==> src/rtl/chunked_addsub.sv <==
// Multi-cycle adder/subtractor: WIDTH-bit operands processed CHUNK bits per clock with a registered carry.
// Optional flags V/Z are built only when ADDSUB_FLAGS_EN is defined.
//
// state | meaning
// IDLE  | waiting for operands, in_ready high
// RUN   | adding chunk k each cycle, carry held in c_q
// DONE  | result valid, held until out_ready
module chunked_addsub #(
    parameter int WIDTH = 32,
    parameter int CHUNK = 8
) (
    input  logic             clk,
    input  logic             rst,
    input  logic             in_valid,
    output logic             in_ready,
    input  logic [WIDTH-1:0] X,
    input  logic [WIDTH-1:0] Y,
    input  logic             Cin,
    input  logic             sub,
    output logic             out_valid,
    input  logic             out_ready,
    output logic [WIDTH-1:0] S,
    output logic             Cout
`ifdef ADDSUB_FLAGS_EN
    ,
    output logic             V,
    output logic             Z
`endif
);

    localparam int NCHUNK = (CHUNK < 1) ? 1 : WIDTH / CHUNK;
    localparam int KW     = (NCHUNK > 1) ? $clog2(NCHUNK) : 1;
    localparam int IW     = (WIDTH > 1) ? $clog2(WIDTH) : 1;
    localparam logic [KW-1:0] K_LAST = KW'(NCHUNK - 1);

    if ((CHUNK < 1) ? 1'b1 : ((WIDTH % CHUNK) != 0)) begin : g_bad_chunk
        $error("chunked_addsub: CHUNK must be >= 1 and divide WIDTH");
    end

    typedef enum logic [1:0] {
        IDLE = 2'd0,
        RUN  = 2'd1,
        DONE = 2'd2
    } state_t;

    state_t           state_q, state_d;
    logic [KW-1:0]    k_q, k_d;
    logic [WIDTH-1:0] x_q, x_d;
    logic [WIDTH-1:0] y_q, y_d;
    logic             c_q, c_d;
    logic [WIDTH-1:0] s_q, s_d;
    logic             cout_q, cout_d;
`ifdef ADDSUB_FLAGS_EN
    logic             v_q, v_d;
    logic             z_q, z_d;
`endif

    logic [IW-1:0]    base;
    logic [CHUNK-1:0] a_chunk;
    logic [CHUNK-1:0] b_chunk;
    logic [CHUNK:0]   sum;
    logic [WIDTH-1:0] s_full;

    always_ff @(posedge clk) begin
        if (rst) begin
            state_q <= IDLE;
            k_q     <= '0;
            x_q     <= '0;
            y_q     <= '0;
            c_q     <= 1'b0;
            s_q     <= '0;
            cout_q  <= 1'b0;
`ifdef ADDSUB_FLAGS_EN
            v_q     <= 1'b0;
            z_q     <= 1'b0;
`endif
        end else begin
            state_q <= state_d;
            k_q     <= k_d;
            x_q     <= x_d;
            y_q     <= y_d;
            c_q     <= c_d;
            s_q     <= s_d;
            cout_q  <= cout_d;
`ifdef ADDSUB_FLAGS_EN
            v_q     <= v_d;
            z_q     <= z_d;
`endif
        end
    end

    // Chunk datapath: the slice selected by k is added with the held carry.
    always_comb begin
        base    = IW'(k_q * CHUNK);
        a_chunk = x_q[base +: CHUNK];
        b_chunk = y_q[base +: CHUNK];
        sum     = {1'b0, a_chunk} + {1'b0, b_chunk} + {{CHUNK{1'b0}}, c_q};
        s_full  = s_q;
        s_full[base +: CHUNK] = sum[CHUNK-1:0];
    end

    always_comb begin
        state_d = state_q;
        k_d     = k_q;
        x_d     = x_q;
        y_d     = y_q;
        c_d     = c_q;
        s_d     = s_q;
        cout_d  = cout_q;
`ifdef ADDSUB_FLAGS_EN
        v_d     = v_q;
        z_d     = z_q;
`endif
        case (state_q)
            IDLE: begin
                if (in_valid && in_ready) begin
                    x_d     = X;
                    y_d     = sub ? ~Y : Y;
                    c_d     = Cin ^ sub;
                    k_d     = '0;
                    state_d = RUN;
                end
            end
            RUN: begin
                s_d = s_full;
                c_d = sum[CHUNK];
                k_d = k_q + 1'b1;
                if (k_q == K_LAST) begin
                    cout_d  = sum[CHUNK];
                    k_d     = '0;
                    state_d = DONE;
`ifdef ADDSUB_FLAGS_EN
                    // a^b^s at the MSB recovers the carry into the MSB.
                    v_d = x_q[WIDTH-1] ^ y_q[WIDTH-1] ^ s_full[WIDTH-1] ^ sum[CHUNK];
                    z_d = (s_full == '0);
`endif
                end
            end
            DONE: begin
                if (out_ready) begin
                    state_d = IDLE;
                end
            end
            default: begin
                state_d = IDLE;
            end
        endcase
    end

    assign in_ready  = (state_q == IDLE) && !rst;
    assign out_valid = (state_q == DONE);
    assign S         = s_q;
    assign Cout      = cout_q;
`ifdef ADDSUB_FLAGS_EN
    assign V         = v_q;
    assign Z         = z_q;
`endif

endmodule
==> config.mk <==
export PLATFORM = sky130hd
export DESIGN_NAME = chunked_addsub
export DESIGN_NICKNAME = d
export VERILOG_FILES = /design/src/rtl/chunked_addsub.sv
export SDC_FILE = /design/constraint.sdc
export NUM_CORES = 1
export LEC_CHECK = 0
export ABC_CLOCK_PERIOD_IN_PS = 3400
export BUFFER_PORTS_ARGS = -buffer_cell sky130_fd_sc_hd__buf_2
export CAP_MARGIN = 20
export CORE_MARGIN = 5
export CORE_UTILIZATION = 49
export CTS_CLUSTER_DIAMETER = 60
export CTS_CLUSTER_SIZE = 28
export DETAILED_ROUTE_END_ITERATION = 10
export PLACE_DENSITY = 0.84
export SYNTH_ARGS = -nofsm -noshare
export SYNTH_HDL_FRONTEND = slang
export SYNTH_SLANG_ARGS = --single-unit
==> constraint.sdc <==
create_clock -name clk -period 3.4 [get_ports clk]
set_input_delay 0.17 -clock clk [delete_from_list [all_inputs] [get_ports clk]]
set_output_delay 0.17 -clock clk [all_outputs]
set_load 0.1 [all_outputs]
# Yosys cells after proc, flatten, opt, wreduce, memory -nomap -nowiden
# Index checks and enable logic that the tools add are counted.
[op_classes] order_cmp=0 mux=11 n_reduce_logical=9 eq_ne=6 shifts=4 bitwise_logic=2 n_addsub=4 div_mod_pow=0 mul=0
[op_table] cell="variable part select 32 x 6 -> 8 bit" n=2
[op_table] cell="bitwise mux 32 bit" n=1
[op_table] cell="2-to-1 mux 32 bit" n=1
[op_table] cell="NOT 32 bit" n=1
[op_table] cell="variable shift 8 x 7 -> 32 bit, first input constant" n=1
[op_table] cell="variable part select 8 x 7 -> 32 bit" n=1
[op_table] cell="2-to-1 mux 2 bit" n=5
[op_table] cell="adder 8 x 8 -> 9 bit" n=1
[op_table] cell="adder 9 x 1 -> 9 bit" n=1
[op_table] cell="negation 5 -> 7 bit" n=1
[op_table] cell="case mux 2 bit (3 select lines)" n=1
[op_table] cell="AND reduction 2 bit" n=3
[op_table] cell="== test 2 bit, second input constant" n=2
[op_table] cell="!= test 2 bit, second input constant" n=2
[op_table] cell="case mux 2 bit (2 select lines)" n=1
[op_table] cell="AND reduction 3 bit" n=1
[op_table] cell="adder 2 x 1 -> 2 bit, second input constant" n=1
[op_table] cell="== test 2 x 1 -> 1 bit, second input constant" n=1
[op_table] cell="logical AND 1 bit" n=2
[op_table] cell="logical NOT 2 bit" n=1
[op_table] cell="!= test 2 x 1 -> 1 bit, second input constant" n=1
[op_table] cell="case mux 1 bit (2 select lines)" n=1
[op_table] cell="nonzero test 2 bit" n=1
[op_table] cell="logical NOT 1 bit" n=1
[op_table] cell="other kinds (2)" n=2
[word_totals] in_bits=70 latch_bits=0 mem_bits_ro=0 mem_bits_rw=0 out_inout_bits=35 ff_bits=102 elab_cells=43 memories=0

# Depth between registers and ports, before layout
# Gate-level depths: netlist (run 1).
[logic_depth] ltp_word=5 depth_mapped=9 ltp_nobuf=8

# Worst setup path before layout (run 1)
# No wires, ideal clock.
[synth_timing] kind="flip-flop to flip-flop" from="register k_q[0]" to="register cout_q, in the netlist Cout" setup_slack_ps=282 synth_period_minus_slack_ps=3118 arrival_time_ps=2996 stages_incl_launch_ff=10 required_time_ps=3278 n_path_buf=1 setup_time_ps=122 cell_sequence="dfxtp_1 -> buf_2 -> mux4_2 -> fa_1 -> inv_1 -> fa_1 -> nor2b_1 -> o31ai_2 -> a21oi_1 -> o311a_1"
[synth_via] elab_chain_cells=3 word_cells_on_any_way=6 cone_classes="add/sub (2); eq/ne (1); shift (2); reduce/logical (1)"
[synth_lines] item="start, declared" line_no="47" text="logic [KW-1:0] k_q, k_d;"
[synth_lines] item="start signal, assigned" line_no="79" text="k_q <= k_d;"
[synth_lines] item="variable part select 32 x 6 -> 8 bit, on equally long branches" line_no="95, 96"
[synth_lines] item="adder 8 x 8 -> 9 bit" line_no="97" text="sum = {1'b0, a_chunk} + {1'b0, b_chunk} + {{CHUNK{1'b0}}, c_q};"
[synth_lines] item="adder 9 x 1 -> 9 bit" line_no="97"
[synth_lines] item="end signal, assigned" line_no="84" text="cout_q <= cout_d;"
[synth_lines] item="end, declared" line_no="52" text="logic cout_q, cout_d;"
# Several ways; a longest one is shown, not always the timed one.
# A chain may end at the register's enable or synchronous reset.

# Worst setup path after layout (run 1)
[layout_timing] from="register k_q[1]" to="register s_q[7], in the netlist S[7]"
[layout_via] elab_chain_cells=5 word_cells_on_any_way=8 cone_classes="add/sub (3); shift (4); mux (1)"
[layout_lines] item="variable part select 32 x 6 -> 8 bit, on equally long branches" line_no="95, 96"
[layout_lines] item="adder 8 x 8 -> 9 bit" line_no="97"
[layout_lines] item="adder 9 x 1 -> 9 bit" line_no="97"
[layout_lines] item="variable part select 8 x 7 -> 32 bit" line_no="99" text="s_full[base +: CHUNK] = sum[CHUNK-1:0];"
[layout_lines] item="bitwise mux 32 bit (*)" line_no="99"
[layout_lines] item="end signal, assigned" line_no="71" text="s_q <= '0;"
[layout_lines] item="end signal, assigned" line_no="83" text="s_q <= s_d;"
[layout_lines] item="end, declared" line_no="51" text="logic [WIDTH-1:0] s_q, s_d;"
# Mark *: on every way between the ends. The rest lies on a longest branch, timed or not.

==> results.sh, run 1 <==
export IMPL_outcome="finished, final reports clean"
export IMPL_intPower_uw=1830
export IMPL_place_area_um2=5380
export IMPL_clock_skew_ns=0.0145
export IMPL_vias_per_cell=5.45
export IMPL_syn_area_per_cell_um2=9.33
export IMPL_syn_area_um2=4780
export IMPL_die_h_um=109
export IMPL_start_util=0.496
export IMPL_htree_levels=3
export IMPL_min_from="X[6]"
export IMPL_route_vias_total=4166
export IMPL_relSlewSlack=0.388
export IMPL_r2r_end="S[7]"
export IMPL_drv_cap=0
export IMPL_min_period_ns=2.94
export IMPL_nFillCells=826
export IMPL_cts_hold_buf=28
export IMPL_drtIter0Drc=223
export IMPL_worst_slew_pin_slew_ns=0.918
export IMPL_grt_usage=0.213
export IMPL_cts_resized=0
export IMPL_drc=0
export IMPL_die_area_um2=11800
export IMPL_async_flop_share=0
export IMPL_ff_latch_area_um2=2040
export IMPL_antenna_found_initial=0
export IMPL_max_stage_delay_ns=0.67
export IMPL_worst_r2r_path_depth=7
export IMPL_cp_start_kind="flop"
export IMPL_cts_inserted_buffers=9
export IMPL_netSwitchingFraction=0.286
export IMPL_globalplace_congestion=0.835
export IMPL_wl_per_cell_um=15.8
export IMPL_path_class="reg -> reg"
export IMPL_cpMaxStageDelayCell="dfxtp_1"
export IMPL_wirelength_um=12100
export IMPL_rows=36
export IMPL_yosysUniqueCellTypes=46
export IMPL_grt_setup_unrepaired="false"
export IMPL_synth_edf_count=0
export IMPL_seqPwrFrac=0.511
export IMPL_fin_setup_tns_ns=0
export IMPL_overflow=0
export IMPL_ys_warn_count=0
export IMPL_hold_depth=3
export IMPL_slew_viol_final=0
export IMPL_synthToLayoutAreaGrowth_pct=22.9
export IMPL_diodes=0
export IMPL_crit_required_ns=3.69
export IMPL_grt_pass1_vias=4117
export IMPL_whs_endpoint="x_q[6]"
export IMPL_path_clk_slew_ns=0.10
export IMPL_stdcell_area_um2=5870
export IMPL_pwr_share_clk=0.312
export IMPL_hp_class="in -> reg"
export IMPL_cts_sinks=102
export IMPL_regToRegStartpoint="k_q[1]"
export IMPL_p_per_area_nw_per_um2=436
export IMPL_ant_nets=0
export IMPL_setup_viol=0
export IMPL_switching_power_uw=732
export IMPL_combPwrFrac=0.176
export IMPL_cts_root_buf="clkbuf_8"
export IMPL_final_nets=711
export IMPL_max_freq_mhz=340
export IMPL_hpwl_um=8760
export IMPL_peakVddDrop_v=0.000279
export IMPL_period_share=0.865
export IMPL_yosysSeqAreaShare=0.427
export IMPL_critPathArrivalTime_ns=3.23
export IMPL_first_pass_iters=5
export IMPL_r2r_slack_ns=0.46
export IMPL_io_pins=105
export IMPL_setup_ws_ns=0.458
export IMPL_portBuffers=104
export IMPL_core_area_um2=9640
export IMPL_multi_input_area_um2=2570
export IMPL_postCtsSetupBuffers=0
export IMPL_hold_viol_final=0
export IMPL_cts_tree="done"
export IMPL_synth_fp_nets=597
export IMPL_cp_cell_sequence="buf_4, mux4_2, ha_1, a21oi_1, a21boi_0, a221o_1, o21ai_0"
export IMPL_post_place_ws_ns=0.520
export IMPL_leakagePower_uw=0.00248
export IMPL_yosys_most_used_dff="dfxtp_1"
export IMPL_die_x_um=109
export IMPL_synthCells=512
export IMPL_cts_buffer_depth=2
export IMPL_synth_seq_cells=102
export IMPL_grt_max_degree=98
export IMPL_path_max_fanout=13
export IMPL_grt_pass1_wl_um=19800
export IMPL_drive_gt1_frac=0.247
export IMPL_crit_path_end_kind="flop"
export IMPL_clk_latency_ns=0.37
## layer usage
layer  global-route usage  vias to the layer above  wire length (um)
met5                    0                        -                 0
met4                0.100                        0               433
met3               0.0462                       34               765
met2                0.354                      157              5810
met1                0.263                     1939              5060
li1                     -                     2036                 -
## sequential cells by signal, indices dropped and copies added (netlist names)
register	cells
Cout	1
S	32
c_q	1
k_q	2
state_q	2
x_q	32
y_q	32
## worst max path at each step
| stage | startpoint | end | slack, ns |
|---|---|---|---|
| finish | k_q[1] | S[7] | 0.46 |
| global placement | k_q[0] | S[7] | 0.66 |
| detailed placement | k_q[0] | S[31] | 0.52 |
| global route | k_q[1] | S[31] | 0.20 |
| CTS | k_q[1] | S[31] | 0.49 |
| floorplan | k_q[0] | Cout | 0.28 |
## final cells by class
type | count | share of cell area
repair buffers | 139 | 0.145
clock inverters | 5 | 0.0115
flip-flops and latches | 102 | 0.348
inverters | 8 | 0.00511
multi-input cells | 366 | 0.438
clock buffers | 11 | 0.0241
well taps | 133 | 0.0283
## placed cells by master (no fill, tap or decap), types with 7 or more instances in the layout
cell / count
nor2_1: 16
ha_1: 13
nand3b_1: 22
xnor2_1: 34
a22oi_1: 13
inv_1: 7
dfxtp_1: 102
o21ai_0: 30
buf_2: 104
nand2_1: 80
clkbuf_8: 10
buf_4: 7
o21ai_1: 12
dlygate4sd3_1: 28
a21oi_1: 11
mux4_2: 16
nand3_1: 60
## cells by family after synthesis
kind of cell	after synthesis	synth area share
adder cells (fa/ha/maj)	15	0.0424
buffers and inverters	44	0.0372
AO/OA/AOI/OAI	94	0.122
multiplexers	18	0.0799
XOR/XNOR	35	0.0642
flip-flops	102	0.427
AND/OR/NAND/NOR	204	0.227
## power groups by stage
stage | clock network [uW] | logic, uW | registers (uW)
finish | 800 | 452 | 1310
global route | 857 | 497 | 1320
floorplan | 0 | 284 | 1350
detailed placement | 0 | 425 | 1340
CTS | 805 | 451 | 1310
global placement | 0 | 415 | 1330
## critical path: cells and delay by family (launching register included)
kind,cells,cell delay [ns]
DFF,1,0.67
adders and majority gates,1,0.36
muxes,1,0.51
buffers and inverters,1,0.28
AOI/OAI and AO/OA,4,1.04
## cell usage after synthesis, types with 2 or more instances
master / count / area share
a211oi_1: 2 / 0.0031
a21o_1: 2 / 0.0031
a21oi_1: 11 / 0.012
a22oi_1: 13 / 0.020
a31oi_1: 5 / 0.0065
buf_1: 8 / 0.0063
buf_2: 4 / 0.0042
clkbuf_1: 23 / 0.018
dfxtp_1: 102 / 0.43
fa_1: 2 / 0.0084
ha_1: 13 / 0.034
inv_1: 7 / 0.0055
mux4_2: 16 / 0.075
nand2_1: 80 / 0.063
nand2b_1: 2 / 0.0026
nand3_1: 60 / 0.063
nand3b_1: 22 / 0.035
nand3b_4: 2 / 0.0084
nor2_1: 16 / 0.013
nor2b_1: 3 / 0.0039
nor3_1: 5 / 0.0052
nor4b_4: 2 / 0.010
o211ai_1: 6 / 0.0094
o21a_1: 2 / 0.0031
o21ai_0: 30 / 0.031
o21ai_1: 12 / 0.013
o311a_1: 2 / 0.0042
o31ai_1: 4 / 0.0063
or2_2: 4 / 0.0052
or3b_1: 3 / 0.0055
xnor2_1: 34 / 0.062
## metrics by stage
step            util  std cells  hold WS (ns)  power [uW]
3_3_place_gp   0.558        720         0.360        1750
3_5_place_dp   0.558        720         0.354        1760
4_1_cts        0.609        764       0.00110        2560
2_1_floorplan      -        512         0.269        1630
5_1_grt        0.609        764      0.000686        2670
6_report       0.609        764        0.0163        2560
Power figures use the tool's default switching activity.
==> run 2: changes to the inputs <==
CORE_ASPECT_RATIO = 1.4   (was not set)
PLACE_DENSITY = 0.76   (was 0.84)
==> results.sh, run 2 (synthesis results as in run 1) <==
export IMPL_outcome="finished, final reports clean"
export IMPL_seqPwrFrac=0.458
export IMPL_clk_latency_ns=0.35
export IMPL_die_h_um=127
export IMPL_layout_commonest_cell="buf_2"
export IMPL_drtIter0Drc=208
export IMPL_ant_nets=0
export IMPL_start_util=0.502
export IMPL_io_pins=105
export IMPL_grt_max_degree=98
export IMPL_grt_setup_unrepaired="false"
export IMPL_portBuffers=104
export IMPL_rows=42
export IMPL_die_x_um=93.5
export IMPL_cts_inserted_buffers=9
export IMPL_leakagePower_uw=0.00244
export IMPL_drv_cap=0
export IMPL_hp_class="in -> reg"
export IMPL_pwr_share_clk=0.390
export IMPL_globalplace_congestion=0.829
export IMPL_combPwrFrac=0.152
export IMPL_grt_pass1_wl_um=18900
export IMPL_path_max_fanout=12
export IMPL_drive_gt1_frac=0.257
export IMPL_grt_usage=0.202
export IMPL_worst_slew_pin_slew_ns=0.873
export IMPL_drc=0
export IMPL_fin_setup_tns_ns=0
export IMPL_route_vias_total=4027
export IMPL_cts_resized=0
export IMPL_path_clk_slew_ns=0.07
export IMPL_antenna_found_initial=0
export IMPL_intPower_uw=2120
export IMPL_diodes=0
export IMPL_cts_buffer_depth=2
export IMPL_nFillCells=821
export IMPL_cts_tree="done"
export IMPL_peakVddDrop_v=0.000355
export IMPL_hpwl_um=8720
export IMPL_final_nets=688
export IMPL_first_pass_iters=5
export IMPL_total_power_uw=2850
export IMPL_cts_root_buf="clkbuf_16"
export IMPL_slew_viol_final=0
export IMPL_setup_viol=0
export IMPL_crit_path_end_kind="flop"
export IMPL_post_place_ws_ns=0.621
export IMPL_core_area_um2=9510
export IMPL_mostFrequentLayoutCells="104 x buf_2, 102 x dfxtp_1, 80 x nand2_1"
export IMPL_critPathArrivalTime_ns=3.08
export IMPL_path_class="reg -> reg"
export IMPL_overflow=0
export IMPL_min_period_ns=2.81
export IMPL_hold_viol_final=0
export IMPL_htree_levels=3
export IMPL_clock_skew_ns=0.00839
export IMPL_crit_required_ns=3.67
export IMPL_relSlewSlack=0.418
export IMPL_netSwitchingFraction=0.256
export IMPL_wirelength_um=11700
export IMPL_wl_per_cell_um=15.9
export IMPL_p_per_area_nw_per_um2=495
export IMPL_vias_per_cell=5.45
export IMPL_postCtsSetupBuffers=0
export IMPL_max_freq_mhz=356
export IMPL_setup_ws_ns=0.593
export IMPL_cts_hold_buf=5
export IMPL_synthToLayoutAreaGrowth_pct=20.4
export IMPL_period_share=0.826
export IMPL_cp_start_kind="flop"
export IMPL_cts_sinks=102
export IMPL_grt_pass1_vias=3880
export IMPL_switching_power_uw=731
export IMPL_die_area_um2=11900
==> run 2: cell count changes in the layout (fill, tap and decap cells not counted), sizes merged <==
cell	before	now
dlygate4sd3	28	5
bufinv	1	2
clkinv	4	3
inv	8	7
==> run 2: stage by stage <==
stage                util  area (um^2)  hold WS [ns]  std cells
finish              0.605         5750       0.00620        739
global route        0.605         5750        0.0164        739
CTS                 0.605         5750       0.00201        739
detailed placement  0.566         5380         0.356        719
global placement    0.566         5380         0.353        719
floorplan               -         4780         0.269        512
==> run 2: power groups by stage <==
stage / combinational (uW) / sequential [uW] / clock (uW)
after floorplan: 284 / 1350 / 0
after global placement: 417 / 1330 / 0
after detailed placement: 430 / 1330 / 0
after CTS: 436 / 1300 / 1120
after global routing: 477 / 1310 / 1160
final: 434 / 1300 / 1110
==> run 2: worst paths after layout <==
path                            startpoint  endpoint  cells past startpoint  slack [ns]
worst min register to register       S[20]     S[20]                      2        0.45
worst max-delay path                k_q[0]     S[31]                      7        0.59
worst min-delay path                 X[30]   x_q[30]                      3       0.006
worst max register to register      k_q[0]     S[31]                      7        0.59
==> run 2: layer usage <==
layer | GRT usage | wire length, um | vias to the layer above
li1 | - | - | 1987
met1 | 0.237 | 4590 | 1880
met2 | 0.355 | 6160 | 137
met3 | 0.0344 | 647 | 23
met4 | 0.0915 | 339 | 0
met5 | 0 | 0 | -
==> run 2: worst max-delay path, stage by stage, from the launching register on <==
cell and delay [ns]:
dfxtp_1 0.42, buf_4 0.26, mux4_2 0.56, ha_1 0.33, a211oi_1 0.45, o211ai_1 0.17
a221o_1 0.38, o21ai_0 0.15
==> run 2: cell type report <==
| type | instances | area [um^2] | area share |
|---|---|---|---|
| Clock buffer | 11 | 253 | 0.0439 |
| Clock inverter | 4 | 70.1 | 0.0122 |
| Inverter | 8 | 30.0 | 0.00522 |
| Multi-Input combinational cell | 366 | 2570 | 0.447 |
| Sequential cell | 102 | 2040 | 0.355 |
| Tap cell | 132 | 165 | 0.0287 |
| Timing Repair Buffer | 116 | 623 | 0.108 |
